==> src/rtl/station_mux.sv <==
// Four-station to one-channel multiplexer: one-entry buffer per station,
// round-robin grant into a two-state output stage with a delivered-word counter.
module station_mux (
  input  logic       clk,
  input  logic       reset_n,
  input  logic       Enable,
  input  logic [3:0] LibData,
  input  logic [3:0] FireData,
  input  logic [3:0] SchoolData,
  input  logic [3:0] RibData,
  input  logic       LibValid,
  input  logic       FireValid,
  input  logic       SchoolValid,
  input  logic       RibValid,
  output logic       LibReady,
  output logic       FireReady,
  output logic       SchoolReady,
  output logic       RibReady,
  output logic [3:0] DataOut,
  output logic [1:0] Sel,
  output logic       Valid,
  input  logic       Ready,
  output logic [7:0] Count
);

  localparam logic [0:0] IDLE = 1'b0;
  localparam logic [0:0] HOLD = 1'b1;

  logic [0:0] state;
  logic [3:0] full;
  logic [3:0] buf_data [4];
  logic [3:0] st_data  [4];
  logic [3:0] st_valid;
  logic [3:0] st_ready;
  logic [1:0] rr_ptr;
  logic [1:0] win_idx;
  logic [1:0] cand;
  logic       win_found;
  logic       grant;
  logic       accept;

  always_comb begin
    st_data[0] = LibData;
    st_data[1] = FireData;
    st_data[2] = SchoolData;
    st_data[3] = RibData;
  end

  assign st_valid = {RibValid, SchoolValid, FireValid, LibValid};
  // Ready looks only at the current full flag, so a draining buffer is never refilled in the same cycle.
  assign st_ready = {4{Enable}} & ~full;

  assign LibReady    = st_ready[0];
  assign FireReady   = st_ready[1];
  assign SchoolReady = st_ready[2];
  assign RibReady    = st_ready[3];

  assign Valid  = (state == HOLD);
  assign accept = Valid & Ready;
  assign grant  = Enable & win_found & ((state == IDLE) | Ready);

  // Search starts one past the last winner and wraps 3 -> 0.
  always_comb begin
    win_idx   = '0;
    win_found = 1'b0;
    cand      = '0;
    for (int unsigned k = 0; k < 4; k++) begin
      cand = rr_ptr + 2'(k + 1);
      if (!win_found && full[cand]) begin
        win_idx   = cand;
        win_found = 1'b1;
      end
    end
  end

  always_ff @(posedge clk) begin
    for (int unsigned i = 0; i < 4; i++) begin
      if (st_valid[i] && st_ready[i]) buf_data[i] <= st_data[i];
    end
  end

  always_ff @(posedge clk or negedge reset_n) begin
    if (!reset_n) begin
      full <= '0;
    end else begin
      for (int unsigned i = 0; i < 4; i++) begin
        if (st_valid[i] && st_ready[i])
          full[i] <= 1'b1;
        else if (grant && (win_idx == 2'(i)))
          full[i] <= 1'b0;
      end
    end
  end

  always_ff @(posedge clk or negedge reset_n) begin
    if (!reset_n) begin
      state   <= IDLE;
      DataOut <= '0;
      Sel     <= '0;
      rr_ptr  <= 2'd3;
    end else if (grant) begin
      state   <= HOLD;
      DataOut <= buf_data[win_idx];
      Sel     <= win_idx;
      rr_ptr  <= win_idx;
    end else if ((state == HOLD) && Ready) begin
      state   <= IDLE;
    end
  end

  always_ff @(posedge clk or negedge reset_n) begin
    if (!reset_n)
      Count <= '0;
    else if (accept)
      Count <= Count + 8'd1;
  end

endmodule

==> config.mk <==
export PLATFORM = sky130hd
export DESIGN_NAME = station_mux
export DESIGN_NICKNAME = d
export VERILOG_FILES = /design/src/rtl/station_mux.sv
export SDC_FILE = /design/constraint.sdc
export NUM_CORES = 1
export LEC_CHECK = 0
export ABC_CLOCK_PERIOD_IN_PS = 2700
export BUFFER_PORTS_ARGS = -buffer_cell sky130_fd_sc_hd__buf_2
export CORE_MARGIN = 2
export CORE_UTILIZATION = 50
export DETAILED_ROUTE_END_ITERATION = 6
export HOLD_SLACK_MARGIN = 0.12
export PLACE_DENSITY_LB_ADDON = 0.3
export SLEW_MARGIN = 20
export SYNTH_ARGS = -nofsm -noshare
export SYNTH_HDL_FRONTEND = slang
export SYNTH_SLANG_ARGS = --single-unit
==> constraint.sdc <==
create_clock -name clk -period 2.7 [get_ports clk]
set_input_delay 0.54 -clock clk [delete_from_list [all_inputs] [get_ports clk]]
set_output_delay 0.54 -clock clk [all_outputs]
set_load 0.005 [all_outputs]
==> results.cfg <==
[cells_and_area]
fill_cells = 246
fin_cells = 208
syn_to_final_growth_pct = 20.38
layout.nets = 188
drive_gt1_share_pct = 36.59
postLayoutCoreUtil_pct = 62.95
n_antenna_cell = 0

[sta]
fin_hold_ws_ps = 135.8
slew_headroom_pct = 63.36
post-route-period-util_pct = 70.58
fmax_mhz = 524.7
worst_pin_slew_ps = 542.5
hold_viol = 0
setup_violations = 0
fin_skew_ps = 5.002
period_minus_slack_ps = 1906
finalSetupTns_ps = 0
rsz0062_at_grt = false
setup_slack_ps = 794.2
drv_slew = 0

[global_routing]
grt_pass1_vias = 1031
grt_max_degree = 22
grtUsageTotal_pct = 18.32
gr-total-overflow = 0
antenna_found_initial = 0
grt_pass1_wl_um = 4754

[clock_tree]
ctsResizeCount = 0
htreeDepth = 2
clk_latency_ps = 340
numCtsBuffers = 5
cts_sinks = 37
clk_pin_slew_worst_paths_ps = 110
postCtsSetupBuffers = 0
cts_buffer_depth = 2
cts_tree = built
root_buffer = clkbuf_4
ctsHoldBuffers = 0

[routing]
drt-initial-drc-count = 27
vias = 1093
antenna_left = 0
drc = 0
routed_via_density = 5.255
drtPass1Iterations = 4
wl_per_cell_um = 14.52
wirelength_um = 3020

[logic_synthesis]
syn_inst = 116
synth.most_common_cell = dfrtp_1
synth_edf_count = 16
yosysWarnings = 0
avgSynthCellArea_um2 = 13.76
yosysSeqAreaShare_pct = 63.17
synth_top_area_cell = edfxtp_1
yosysTopAreaCellShare_pct = 30.09
async_flop_share_pct = 56.76
synth-seq-cells = 37
synth_cell_types = 36
synth_commonest_cells = 19 x dfrtp_1, 16 x edfxtp_1, 8 x nand2_1, 8 x nand3_1
synth_area_leaders = edfxtp_1 30%, dfrtp_1 30%, dfstp_2 3.3%, a21o_1 2.8%, o211ai_1 2.8%
synth_flop_cell = dfrtp_1
synth_nets = 141
synth_area_mm2 = 0.001597

[floorplan]
die_height_um = 60.51
fp.dieW_um = 60.51
dieArea_mm2 = 0.003661
rows = 20
coreArea_mm2 = 0.003053
initial_utilization_pct = 52.30
ios = 43

[critical_path]
timing.rr.start = rr_ptr[1]
path_depth = 5
r2r_setup_slack_ps = 790
worstPathCellList = nand2_1 -> a32oi_2 -> nand2_4 -> mux2_4 -> a221o_1
endpoint_kind = register
crit_type = reg -> reg
crit_family = compound AO/OA/AOI/OAI gates
path_buf_inv = 0
rr_endpoint = DataOut[0]
critPathSlowestCell = dfstp_2
start_kind = register
arrival_ps = 2140
worstPathMaxFanout = 10
reg2reg_depth = 5
critical-path-max-stage-delay_ps = 590
cp.required_ps = 2940

[place]
dp_hpwl_um = 2275
dp_slack_ps = 823.5
dp_cells = 200
gp_congestion = 0.7397
port_buffers = 42

[power_and_ir_drop]
pwr_density_cell_mw_per_mm2 = 1041
p_leak_nw = 0.8726
ir_drop_uv = 503.5

[flow_run]
max-cap-violations = 0

[hold_path]
hold_path.class = in -> async

[status]
run_status = finished, final reports clean
placed cells by master (no fill, tap or decap), types with 4 or more instances in the layout:
master,count
buf_2,42
xnor2_1,4
clkbuf_4,5
a21o_1,6
nand3_1,8
and3_1,4
edfxtp_1,16
o211ai_1,6
mux2i_1,4
nor2b_1,5
nand2_1,8
dfrtp_1,19
and2_1,4
per-layer routing:
metal / GRT usage, % / up-vias / share of wire [%]
met2: 29.19 / 59 / 50
met5: 0 / - / 0
met4: 6.211 / 0 / 0.70
li1: - / 523 / -
met1: 23.13 / 509 / 42
met3: 7.036 / 2 / 7.5
state kept, by name, indices dropped and copies added (netlist names):
| signal | flops |
|---|---|
| DataOut | 4 |
| full | 4 |
| buf_data | 16 |
| rr_ptr | 2 |
| Valid | 1 |
| Count | 8 |
| Sel | 2 |
cells by family after synthesis:
logic type | after synthesis | share of synthesized area (%)
flops | 37 | 63.17
compound gates | 24 | 12.30
buf+inv | 3 | 1.411
mux | 6 | 4.153
simple gates | 38 | 14.34
fa+ha+maj | 1 | 0.7836
xor+xnor | 7 | 3.840
power breakdown:
part           internal [W]  switching [W]  total (W)  leakage, nW
sequential         0.000763       0.000146   0.000909        0.397
combinational      0.000346       0.000370   0.000716        0.437
clock              0.000192       0.000183   0.000375       0.0389
how the worst max path moves through the flow:
| stage | startpoint | to | slack [ps] |
|---|---|---|---|
| 6_report | rr_ptr[1] | DataOut[0] | 790 |
| 5_1_grt | full[1] | DataOut[1] | 660 |
| 4_1_cts | rr_ptr[1] | DataOut[0] | 810 |
| 3_5_place_dp | rr_ptr[1] | DataOut[0] | 820 |
| 3_3_place_gp | rr_ptr[1] | DataOut[0] | 870 |
| 2_1_floorplan | rr_ptr[1] | DataOut[0] | 920 |
final cells by class:
cell class	instances	area (µm²)	area share (%)
inverter	1	3.754	0.1953
clock inverter	3	41.29	2.148
timing repair buffer	42	210.2	10.94
multi-input combinational	76	565.5	29.43
sequential	37	1008	52.47
clock buffer	5	37.54	1.953
tap	44	55.05	2.865
through the flow:
step	total power, W	instance area (µm²)
after detailed placement	0.001638	1843
after global placement	0.001598	1843
after global routing	0.002143	1922
after floorplan	0.001420	1597
after CTS	0.002016	1922
final	0.002000	1922
No activity file was read; power rests on OpenSTA's default activity.
